`src/rtl/router_pkg.sv`:
```
// Shared types, field positions and small helpers for the router read arbiter.
package router_pkg;

    localparam int NPORT      = 3;
    localparam int DW         = 8;
    localparam int LEN_MSB    = 7;
    localparam int LEN_LSB    = 2;
    localparam int PW         = 2;
    localparam int REM_W      = 7;  // holds len + 1, up to 64
    localparam int SKID_DEPTH = 2;

    typedef enum logic [1:0] {
        IDLE = 2'd0,
        HDR  = 2'd1,
        BODY = 2'd2
    } arb_state_t;

    typedef struct packed {
        logic [DW-1:0] data;
        logic          sop;
        logic          eop;
        logic [PW-1:0] port;
    } skid_entry_t;

    function automatic logic [PW-1:0] next_port(input logic [PW-1:0] p);
        logic [PW-1:0] n;
        if (p >= 2'd2) begin
            n = 2'd0;
        end else begin
            n = p + 2'd1;
        end
        return n;
    endfunction

    // First requesting port at or after ptr, wrapping modulo NPORT.
    function automatic logic [PW-1:0] rr_pick(input logic [NPORT-1:0] req,
                                              input logic [PW-1:0]    ptr);
        logic [PW-1:0]    cand;
        logic [PW-1:0]    pick;
        logic             found;
        logic [NPORT-1:0] sh;
        cand  = ptr;
        pick  = ptr;
        found = 1'b0;
        for (int k = 0; k < NPORT; k++) begin
            sh = req >> cand;
            if (!found && sh[0]) begin
                pick  = cand;
                found = 1'b1;
            end else begin
                found = found;
            end
            cand = next_port(cand);
        end
        return pick;
    endfunction

    function automatic logic [NPORT-1:0] port_onehot(input logic [PW-1:0] p);
        logic [NPORT-1:0] one;
        one = {{(NPORT-1){1'b0}}, 1'b1};
        return one << p;
    endfunction

    function automatic logic [REM_W-1:0] hdr_remaining(input logic [DW-1:0] hdr);
        return {1'b0, hdr[LEN_MSB:LEN_LSB]} + 7'd1;
    endfunction

endpackage

```
`src/rtl/router_read_arbiter_if.sv`:
```
// Router-side read ports plus the merged downstream byte stream.
interface router_read_arbiter_if;
    import router_pkg::*;

    logic [NPORT-1:0] vld_in;
    logic [DW-1:0]    data_in_0;
    logic [DW-1:0]    data_in_1;
    logic [DW-1:0]    data_in_2;
    logic [NPORT-1:0] read_enb;
    logic [DW-1:0]    m_data;
    logic             m_valid;
    logic             m_ready;
    logic             m_sop;
    logic             m_eop;
    logic [PW-1:0]    m_port;
    logic             pkt_abort;

    modport master (
        input  vld_in, data_in_0, data_in_1, data_in_2, m_ready,
        output read_enb, m_data, m_valid, m_sop, m_eop, m_port, pkt_abort
    );

    modport slave (
        output vld_in, data_in_0, data_in_1, data_in_2, m_ready,
        input  read_enb, m_data, m_valid, m_sop, m_eop, m_port, pkt_abort
    );

endinterface

```
`src/rtl/router_out_skid.sv`:
```
// Two-entry output buffer of tagged bytes; its count feeds the arbiter's read credit.
module router_out_skid
    import router_pkg::*;
(
    input  logic        clock,
    input  logic        reset,
    input  logic        push,
    input  skid_entry_t din,
    input  logic        pop,
    output skid_entry_t dout,
    output logic [1:0]  count
);

    skid_entry_t mem_r [SKID_DEPTH];
    logic        wr_ptr_r;
    logic        rd_ptr_r;
    logic [1:0]  count_r;
    logic        push_ok_s;
    logic        pop_ok_s;
    logic [1:0]  count_s;

    // Qualify push/pop against occupancy and compute the next count
    always_comb begin
        pop_ok_s  = pop & (count_r != 2'd0);
        push_ok_s = push & ((count_r != 2'd2) | pop_ok_s);
        case ({push_ok_s, pop_ok_s})
            2'b10:   count_s = count_r + 2'd1;
            2'b01:   count_s = count_r - 2'd1;
            default: count_s = count_r;
        endcase
    end

    // Storage and pointers
    always_ff @(posedge clock) begin
        if (reset) begin
            mem_r[0] <= '0;
            mem_r[1] <= '0;
            wr_ptr_r <= 1'b0;
            rd_ptr_r <= 1'b0;
            count_r  <= 2'd0;
        end else begin
            if (push_ok_s) begin
                mem_r[wr_ptr_r] <= din;
            end
            wr_ptr_r <= wr_ptr_r ^ push_ok_s;
            rd_ptr_r <= rd_ptr_r ^ pop_ok_s;
            count_r  <= count_s;
        end
    end

    // Head is forced to zero when empty so stale tags never reach the sink
    assign dout  = (count_r != 2'd0) ? mem_r[rd_ptr_r] : '0;
    assign count = count_r;

endmodule

```
`src/rtl/router_read_arbiter.sv`:
```
// Packet-atomic round-robin drain of the three router output FIFOs into one byte stream.
module router_read_arbiter
    import router_pkg::*;
(
    input  logic                 clock,
    input  logic                 reset,
    router_read_arbiter_if.master bus
);

    arb_state_t       state_r;
    arb_state_t       state_s;
    logic [PW-1:0]    grant_r;
    logic [PW-1:0]    grant_s;
    logic [PW-1:0]    rr_ptr_r;
    logic [PW-1:0]    rr_ptr_s;
    logic [PW-1:0]    pick_s;
    logic [REM_W-1:0] remaining_r;
    logic [REM_W-1:0] remaining_s;
    logic             inflight_r;
    logic [PW-1:0]    infl_port_r;
    logic             infl_sop_r;
    logic             infl_eop_r;
    logic             tag_sop_s;
    logic             tag_eop_s;
    logic             abort_s;
    logic             abort_r;
    logic [NPORT-1:0] read_req_s;
    logic [NPORT-1:0] read_enb_s;
    logic [NPORT-1:0] gsh_s;
    logic [DW-1:0]    ret_data_s;
    logic [1:0]       count_s;
    logic             pop_s;
    logic             credit_ok_s;
    logic             any_req_s;
    logic             grant_vld_s;
    skid_entry_t      push_entry_s;
    skid_entry_t      head_s;

    // Select the byte returning for last cycle's read
    always_comb begin
        case (infl_port_r)
            2'd0:    ret_data_s = bus.data_in_0;
            2'd1:    ret_data_s = bus.data_in_1;
            2'd2:    ret_data_s = bus.data_in_2;
            default: ret_data_s = '0;
        endcase
    end

    // Read credit, request summary and round-robin candidate
    always_comb begin
        pop_s       = (count_s != 2'd0) & bus.m_ready;
        credit_ok_s = ({1'b0, count_s} + {2'b00, inflight_r}) < (3'd2 + {2'b00, pop_s});
        any_req_s   = |bus.vld_in;
        pick_s      = rr_pick(bus.vld_in, rr_ptr_r);
        gsh_s       = bus.vld_in >> grant_r;
        grant_vld_s = gsh_s[0];
    end

    // Arbiter next-state and read issue
    always_comb begin
        state_s     = state_r;
        grant_s     = grant_r;
        rr_ptr_s    = rr_ptr_r;
        remaining_s = remaining_r;
        read_req_s  = '0;
        tag_sop_s   = 1'b0;
        tag_eop_s   = 1'b0;
        abort_s     = 1'b0;
        case (state_r)
            IDLE: begin
                if (any_req_s && credit_ok_s) begin
                    read_req_s = port_onehot(pick_s);
                    grant_s    = pick_s;
                    rr_ptr_s   = next_port(pick_s);
                    tag_sop_s  = 1'b1;
                    state_s    = HDR;
                end else begin
                    state_s = IDLE;
                end
            end
            HDR: begin
                // Header byte is on data_in this cycle; the length sizes the rest
                remaining_s = hdr_remaining(ret_data_s);
                state_s     = BODY;
            end
            BODY: begin
                if (remaining_r == 7'd0) begin
                    state_s = IDLE;
                end else if (!grant_vld_s) begin
                    abort_s     = 1'b1;
                    remaining_s = 7'd0;
                    state_s     = IDLE;
                end else if (credit_ok_s) begin
                    read_req_s  = port_onehot(grant_r);
                    remaining_s = remaining_r - 7'd1;
                    tag_eop_s   = (remaining_r == 7'd1);
                    if (remaining_r == 7'd1) begin
                        state_s = IDLE;
                    end else begin
                        state_s = BODY;
                    end
                end else begin
                    state_s = BODY;
                end
            end
            default: begin
                state_s = IDLE;
            end
        endcase
    end

    assign read_enb_s = reset ? '0 : read_req_s;

    // State, pointer and in-flight read tracking
    always_ff @(posedge clock) begin
        if (reset) begin
            state_r     <= IDLE;
            grant_r     <= 2'd0;
            rr_ptr_r    <= 2'd0;
            remaining_r <= 7'd0;
            inflight_r  <= 1'b0;
            infl_port_r <= 2'd0;
            infl_sop_r  <= 1'b0;
            infl_eop_r  <= 1'b0;
            abort_r     <= 1'b0;
        end else begin
            state_r     <= state_s;
            grant_r     <= grant_s;
            rr_ptr_r    <= rr_ptr_s;
            remaining_r <= remaining_s;
            inflight_r  <= |read_enb_s;
            infl_port_r <= grant_s;
            infl_sop_r  <= tag_sop_s;
            infl_eop_r  <= tag_eop_s;
            abort_r     <= abort_s;
        end
    end

    assign push_entry_s = '{data: ret_data_s, sop: infl_sop_r, eop: infl_eop_r, port: infl_port_r};

    router_out_skid u_skid (
        .clock (clock),
        .reset (reset),
        .push  (inflight_r),
        .din   (push_entry_s),
        .pop   (pop_s),
        .dout  (head_s),
        .count (count_s)
    );

    assign bus.read_enb  = read_enb_s;
    assign bus.m_data    = head_s.data;
    assign bus.m_valid   = (count_s != 2'd0);
    assign bus.m_sop     = head_s.sop;
    assign bus.m_eop     = head_s.eop;
    assign bus.m_port    = head_s.port;
    assign bus.pkt_abort = abort_r;

endmodule

```
`src/flat_wrapper.sv`:
```
// flat-port wrapper written by rule: the top's interface ports become plain ports
module router_read_arbiter_flat import router_pkg::*;
  (clock, reset, bus_vld_in, bus_data_in_0, bus_data_in_1, bus_data_in_2, bus_m_ready, bus_read_enb, bus_m_data, bus_m_valid, bus_m_sop, bus_m_eop, bus_m_port, bus_pkt_abort);
  router_read_arbiter_if bus_i ();
  input  logic clock;
  input  logic reset;
  input wire logic [$bits(bus_i.vld_in)-1:0] bus_vld_in;
  input wire logic [$bits(bus_i.data_in_0)-1:0] bus_data_in_0;
  input wire logic [$bits(bus_i.data_in_1)-1:0] bus_data_in_1;
  input wire logic [$bits(bus_i.data_in_2)-1:0] bus_data_in_2;
  input wire logic [$bits(bus_i.m_ready)-1:0] bus_m_ready;
  output wire logic [$bits(bus_i.read_enb)-1:0] bus_read_enb;
  output wire logic [$bits(bus_i.m_data)-1:0] bus_m_data;
  output wire logic [$bits(bus_i.m_valid)-1:0] bus_m_valid;
  output wire logic [$bits(bus_i.m_sop)-1:0] bus_m_sop;
  output wire logic [$bits(bus_i.m_eop)-1:0] bus_m_eop;
  output wire logic [$bits(bus_i.m_port)-1:0] bus_m_port;
  output wire logic [$bits(bus_i.pkt_abort)-1:0] bus_pkt_abort;
  assign bus_i.vld_in = bus_vld_in;
  assign bus_i.data_in_0 = bus_data_in_0;
  assign bus_i.data_in_1 = bus_data_in_1;
  assign bus_i.data_in_2 = bus_data_in_2;
  assign bus_i.m_ready = bus_m_ready;
  assign bus_read_enb = bus_i.read_enb;
  assign bus_m_data = bus_i.m_data;
  assign bus_m_valid = bus_i.m_valid;
  assign bus_m_sop = bus_i.m_sop;
  assign bus_m_eop = bus_i.m_eop;
  assign bus_m_port = bus_i.m_port;
  assign bus_pkt_abort = bus_i.pkt_abort;
  router_read_arbiter u_core (.clock(clock), .reset(reset), .bus(bus_i));
endmodule
```
`config.mk`:
```
export PLATFORM = sky130hd
export DESIGN_NAME = router_read_arbiter_flat
export DESIGN_NICKNAME = d
export VERILOG_FILES = /design/src/rtl/router_pkg.sv /design/src/rtl/router_read_arbiter_if.sv /design/src/rtl/router_out_skid.sv /design/src/rtl/router_read_arbiter.sv /design/src/flat_wrapper.sv
export SDC_FILE = /design/constraint.sdc
export NUM_CORES = 1
export LEC_CHECK = 0
export ABC_AREA = 1
export CORE_MARGIN = 2
export CORE_UTILIZATION = 45
export DETAILED_ROUTE_END_ITERATION = 10
export PLACE_DENSITY_LB_ADDON = 0.2
export SLEW_MARGIN = 20
export SYNTH_ARGS = -nofsm -noshare
export SYNTH_HDL_FRONTEND = slang
export SYNTH_HIERARCHICAL = 1
export SYNTH_SLANG_ARGS = --single-unit
```
`constraint.sdc`:
```
create_clock -name clock -period 3.3 [get_ports clock]
set_input_delay 0.66 -clock clock [delete_from_list [all_inputs] [get_ports clock]]
set_output_delay 0.66 -clock clock [all_outputs]
set_load 0.02 [all_outputs]
```
Yosys cells after proc, flatten, opt, wreduce, memory -nomap -nowiden

Memories as Yosys holds them, arrays and structs flattened. A register that Yosys moved wholly into a read port is not among the register bits.
Cells that the tools add are included.

Bitwise logic cells: 10
Equality and inequality tests: 10
Shift operators: 6
Add/subtract/negate cells: 9
Reduce and logical (&&, ||, !) cells: 19
Magnitude comparators: 4
Muxes and demuxes: 37

Operators by type and width:

| operator                                                            | count |
|---|---|
| 12-bit 2-to-1 mux                                                   | 2 |
| 8-bit case mux with 3 select lines                                  | 1 |
| 7-bit 2-to-1 mux                                                    | 3 |
| 2-bit 2-to-1 mux                                                    | 9 |
| 3-bit 2-to-1 mux                                                    | 5 |
| 7-bit case mux with 2 select lines                                  | 1 |
| 1-bit 2-to-1 mux                                                    | 13 |
| 12-bit OR reduction                                                 | 1 |
| 3-bit by 2-bit >> shifter with 1-bit output                         | 4 |
| 3-bit OR reduction                                                  | 3 |
| 2-bit by 1-bit adder with 2-bit output (second input constant)      | 4 |
| 6-bit by 1-bit adder with 7-bit output (second input constant)      | 1 |
| 7-bit by 1-bit == test with 1-bit output (second input constant)    | 1 |
| 7-bit logical NOT                                                   | 1 |
| 7-bit by 1-bit subtractor with 7-bit output (second input constant) | 1 |
| 2-bit by 1-bit == test with 1-bit output (second input constant)    | 3 |
| 2-bit == test (second input constant)                               | 3 |
| 2-bit >= comparator (second input constant)                         | 3 |
| 2-bit case mux with 3 select lines                                  | 1 |
| 3-bit case mux with 2 select lines                                  | 1 |
| 2-bit nonzero test                                                  | 3 |
| 1-bit by 2-bit << shifter with 3-bit output (first input constant)  | 2 |
| 5-bit OR reduction                                                  | 1 |
| 2-bit logical NOT                                                   | 2 |
| 16 further kinds                                                    | 26 |

Bits of input ports: 30
Memories kept: 1
Output and inout port bits: 17
Memory bits (writable): 24
Bits in registers: 21

Memories:

| name                | words | width | rd ports | clocked after memory_dff | wr ports | RTL line              | RTL |
|---|---|---|---|---|---|---|---|
| u_core.u_skid.mem_r | 2     | 12    | 1        | 1                        | 2        | router_out_skid.sv:14 | `skid_entry_t mem_r [SKID_DEPTH];` |

Logic depth before layout (Yosys ltp)

Depth after elaboration: 13
Mapped depth: 14

Cells and area by module

The synthesis kept the hierarchy.

Modules (own cells, without submodules):

| module              | times used | cells each | area each (µm²) | sequential area each (µm²) |
|---|---|---|---|---|
| router_read_arbiter | 1          | 238        | 1,455.1         | 340.3 |
| router_out_skid     | 1          | 138        | 1,341.3         | 800.8 |

Worst setup path after synthesis

Ideal clock, no wire load.

Path kind: register -> output
Start point: register u_core.u_skid.count_r[0], in the netlist u_core/u_skid/count[0]
End point: output bus_read_enb[0]
Setup slack: 0.965 ns
Data arrival time: 1.675 ns
Buffers on the path: 0
Required time: 2.640 ns
Cell stages (with the launch flop): 10
Cells stage by stage: dfxtp_1 > ha_1 > ha_1 > a21oi_2 > inv_1 > nor2_2 > nand3_1 > nand2_1 > nand2_1 > inv_1

Word-level cells in the longest chain between the ends: 9
Elaborated cells between the ends (all ways): 12

Ends and longest elaborated chain:

| what                                   | RTL line                   | RTL |
|---|---|---|
| start: declaration                     | router_out_skid.sv:17      | `logic [1:0] count_r;` |
| start signal: assignment               | router_out_skid.sv:47      | `count_r <= count_s;` |
| 2-bit nonzero test                     | router_read_arbiter.sv:51  | `pop_s = (count_s != 2'd0) & bus.m_ready;` |
| 1-bit bitwise AND                      | router_read_arbiter.sv:51  |  |
| 2-bit by 1-bit adder with 3-bit output | router_read_arbiter.sv:52  | `credit_ok_s = ({1'b0, count_s} + {2'b00, inflight_r}) < (3'd2 + {2'b00, pop_s});` |
| 3-bit less-than comparator *           | router_read_arbiter.sv:52  |  |
| 3-bit 2-to-1 mux                       | router_read_arbiter.sv:93  | `end else if (credit_ok_s) begin` |
| 3-bit 2-to-1 mux                       | router_read_arbiter.sv:89  | `end else if (!grant_vld_s) begin` |
| 3-bit 2-to-1 mux                       | router_read_arbiter.sv:87  | `if (remaining_r == 7'd0) begin` |
| 3-bit case mux with 2 select lines *   | router_read_arbiter.sv:69  | `case (state_r)` |
| 3-bit 2-to-1 mux *                     | router_read_arbiter.sv:112 | `assign read_enb_s = reset ? '0 : read_req_s;` |
| end: declaration                       | flat_wrapper.sv:12         | `output wire logic [$bits(bus_i.read_enb)-1:0] bus_read_enb;` |

Mark *: on every way between the ends. The rest lies on a longest branch, timed or not.

Worst setup path in the final report

Start point: input bus_vld_in[0]
End point: output bus_read_enb[0]

Word-level cells in the longest chain between the ends: 12
Elaborated cells between the ends (all ways): 20

Ends and longest elaborated chain:

| what                                        | RTL line                   | RTL |
|---|---|---|
| start: declaration                          | flat_wrapper.sv:7          | `input wire logic [$bits(bus_i.vld_in)-1:0] bus_vld_in;` |
| 3-bit by 2-bit >> shifter with 1-bit output | router_pkg.sv:46           | `sh = req >> cand;` |
| 1-bit 2-to-1 mux                            | router_pkg.sv:47           | `if (!found && sh[0]) begin` |
| 1-bit logical NOT                           | router_pkg.sv:47           |  |
| 1-bit logical AND                           | router_pkg.sv:47           |  |
| 1-bit 2-to-1 mux                            | router_pkg.sv:47           |  |
| 1-bit logical NOT                           | router_pkg.sv:47           |  |
| 1-bit logical AND                           | router_pkg.sv:47           |  |
| 2-bit 2-to-1 mux                            | router_pkg.sv:47           |  |
| 1-bit by 2-bit << shifter with 3-bit output | router_pkg.sv:61           | `return one << p;` |
| 3-bit 2-to-1 mux                            | router_read_arbiter.sv:71  | `if (any_req_s && credit_ok_s) begin` |
| 3-bit case mux with 2 select lines *        | router_read_arbiter.sv:69  |  |
| 3-bit 2-to-1 mux *                          | router_read_arbiter.sv:112 |  |

Marked as above.

==> results.sh <==
export IMPL_status="finished clean"
export IMPL_r2r_end="u_core/u_skid/mem_r[0][0]"
export IMPL_syn_area_mm2=0.002796
export IMPL_maxCapViolations=0
export IMPL_min_path_cells=2
export IMPL_max_freq_mhz=331.3
export IMPL_fin_cells=513
export IMPL_required_ns=2.64
export IMPL_relSlewSlack_pct=65.72
export IMPL_drive_gt1_share_pct=15.98
export IMPL_dp_cells=505
export IMPL_p_leak_nw=1.566
export IMPL_yosys_warnings=6
export IMPL_period_minus_slack_ns=3.019
export IMPL_globalRoute_totalOverflow=0
export IMPL_drt_wirelength_per_cell_um=12.00
export IMPL_synth_top_family_by_area="simple AND/OR/NAND/NOR gates"
export IMPL_critPathKind="in2out"
export IMPL_row_count=28
export IMPL_start_util_pct=46.95
export IMPL_yosys_area_share_simple_pct=34.09
export IMPL_fin_crit_sh_pct=91.47
export IMPL_start_kind="primary input"
export IMPL_worst_pin_slew_ns=0.5129
export IMPL_die_area_mm2=0.006861
export IMPL_ys_seq_elements=45
export IMPL_synth_main_ff_cell="edfxtp_1"
export IMPL_synth_nets=412
export IMPL_area_growth_pct=25.64
export IMPL_fin_ws_ns=0.2814
export IMPL_slowest_stage="clkdlybuf4s50_1"
export IMPL_wl_um=6154
export IMPL_clock_tree_root_cell="clkbuf_8"
export IMPL_r2r_slack_ns=1.24
export IMPL_finalNetCount=473
export IMPL_drc=0
export IMPL_place_gp_congestion=0.8648
export IMPL_grt_max_degree=15
export IMPL_die_y_um=82.83
export IMPL_hold_violations=0
export IMPL_path_cells="clkdlybuf4s50_1, nand2_1, nand2_1, a21oi_2, nand3_2, inv_2, nand2_1, nand2_1, nand3_1, nand2_1, nand2_1, inv_1, clkbuf_2"
export IMPL_finalMaxSlewViolations=0
export IMPL_crit_family="buffers and inverters"
export IMPL_grt_pass1_wl_um=10840
export IMPL_clkLatencyLatePin_ns=0.29
export IMPL_worst_setup_path_end_kind="output pin"
export IMPL_path_max_fanout=5
export IMPL_final_antenna_net_count=0
export IMPL_num_vias=2514
export IMPL_netlist_instances=376
export IMPL_cts_tree="done"
export IMPL_post_route_util_pct=58.99
export IMPL_cts_buffer_depth=2
export IMPL_setup_viol=0
export IMPL_fin_skew_ns=0.004376
export IMPL_ir_drop_v=0.0004122
export IMPL_cts_buffers=5
export IMPL_max_stage_delay_ns=0.50
export IMPL_hp_class="reg2reg"
export IMPL_pin_count=47
export IMPL_synth_edf_count=24
export IMPL_rsz0062_at_grt="no"
export IMPL_hold_path_end="u_core/rr_ptr_r[0]"
export IMPL_reg2reg_from="u_core/u_skid/count[1]"
export IMPL_diodes=0
export IMPL_async_flop_share_pct=0
export IMPL_syn_avg_cell_area_um2=7.437
export IMPL_io_buffers=46
export IMPL_first_pass_iters=4
export IMPL_path_clk_slew_ns=0.08
export IMPL_die_width_um=82.83
export IMPL_cts_sinks=45
export IMPL_grt_pass1_vias=2500
export IMPL_track_usage_pct=18.88
export IMPL_power_density_mw_per_mm2=798.7
export IMPL_critPathLaunch="bus_vld_in[0]"
export IMPL_post_place_ws_ns=-0.1275
export IMPL_path_buf_inv=4
export IMPL_antenna_found_initial=0
export IMPL_reg2reg_depth=8
export IMPL_synth_cell_types=37
export IMPL_synth_xor_area_share_pct=1.879
export IMPL_core_area_mm2=0.005956
export IMPL_crit_path_frequent_cell="nand2_1"
export IMPL_first_iter_violations=120
export IMPL_ys_seq_area_share_pct=40.81
export IMPL_synthAdderAreaFrac_pct=2.685
export IMPL_synth_compound_area_share_pct=11.36
export IMPL_dp_hpwl_um=4781
export IMPL_h_tree_depth=2
export IMPL_min_from="u_core/rr_ptr_r[0]"
export IMPL_arrival_ns=2.36
export IMPL_avgViaCountPerCell=4.901
export IMPL_yosys_mux_area_fraction_pct=0
## worst max-delay path by stage
stage / depth (start not counted) / slack [ns] / end
floorplan: 9 / 0.96 / bus_read_enb[0]
global placement: 14 / -0.07 / bus_read_enb[0]
detailed placement: 13 / -0.13 / bus_read_enb[0]
CTS: 13 / 0.14 / bus_read_enb[0]
global route: 13 / 0.07 / bus_read_enb[0]
finish: 13 / 0.28 / bus_read_enb[0]
## metal layers
metal / track usage, % / vias up / wire length, µm
met5: 0 / - / 0
met4: 5.067 / 0 / 59
met1: 23.88 / 1118 / 2694
met3: 3.479 / 5 / 350
met2: 33.06 / 64 / 3049
li1: - / 1327 / -
## where the power goes
group | internal (mW) | switching (mW)
clock | 0.225 | 0.182
combinational | 0.598 | 0.955
sequential | 0.723 | 0.124
## worst min-delay path, cell delays in order, from the launching register on
cell,delay [ns]
dfxtp_1,0.36
nand2_1,0.08
a21oi_1,0.06
## through the flow
step | TNS, ns | area, µm² | power [mW] | hold slack (ns)
6_report | 0 | 3513 | 2.806 | 0.5417
5_1_grt | 0 | 3513 | 3.051 | 0.5898
4_1_cts | 0 | 3525 | 2.825 | 0.5426
3_5_place_dp | -0.3487 | 3421 | 2.424 | 0.5292
3_3_place_gp | -0.1720 | 3421 | 2.392 | 0.5154
2_1_floorplan | 0 | 2796 | 1.928 | 0.4887
## kinds of logic after synthesis
group           Yosys count
compound gates           52
xor+xnor                  6
fa+ha+maj                 6
buf+inv                  63
flops                    45
simple gates            204
## placed cells by master (no fill, tap or decap), types with 4 or more instances in the layout
cell type        instances
nand3_1                 23
nand2_1                 99
clkbuf_8                 5
o21ai_1                  4
inv_1                   47
o21ai_0                 12
nand4_1                  5
nor2_2                  14
clkdlybuf4s50_1         43
nor2_1                  44
dfxtp_1                 21
inv_2                    8
ha_1                     6
nand3_2                  4
edfxtp_1                24
nor2_4                   6
buf_4                   16
a21oi_1                 25
## final cells by class
cell class | count | area (µm²)
Sequential cell | 45 | 1141
Inverter | 55 | 206.4
Timing Repair Buffer | 62 | 565.5
Clock buffer | 6 | 72.57
Multi-Input combinational cell | 268 | 1399
Clock inverter | 2 | 35.03
Tap cell | 75 | 93.84
Fill cell | 553 | 2442
## cells in the mapped netlist, types with 3 or more instances
cell type	n	area share, %
a21oi_1	25	4.5
nand4_1	5	1.1
nand3_2	4	1.4
dfxtp_1	21	15
nor2_4	6	2.4
xnor2_1	3	0.94
nor2_2	14	3.1
inv_2	8	1.1
nand2_1	99	13
nand3_1	23	4.1
nor2_1	44	5.9
edfxtp_1	24	26
o21ai_1	4	0.72
clkbuf_1	4	0.54
o21ai_0	12	2.1
inv_1	47	6.3
xor2_1	3	0.94
ha_1	6	2.7
## flip-flops by register name, indices dropped and copies added (netlist names), 2 cells and up
name and count:
u_core/infl_port_r 2, u_core/remaining_r 7, u_core/rr_ptr_r 2, u_core/state_r 2
u_core/u_skid/count 2, u_core/u_skid/mem_r 24
## what timing repair did
action	in CTS	in global routing
resized for setup	3	6
hold buffers	0	0
setup buffers	0	0
pin swaps	0	0
setup endpoints to repair	3	3
Power figures use the tool's default switching activity.
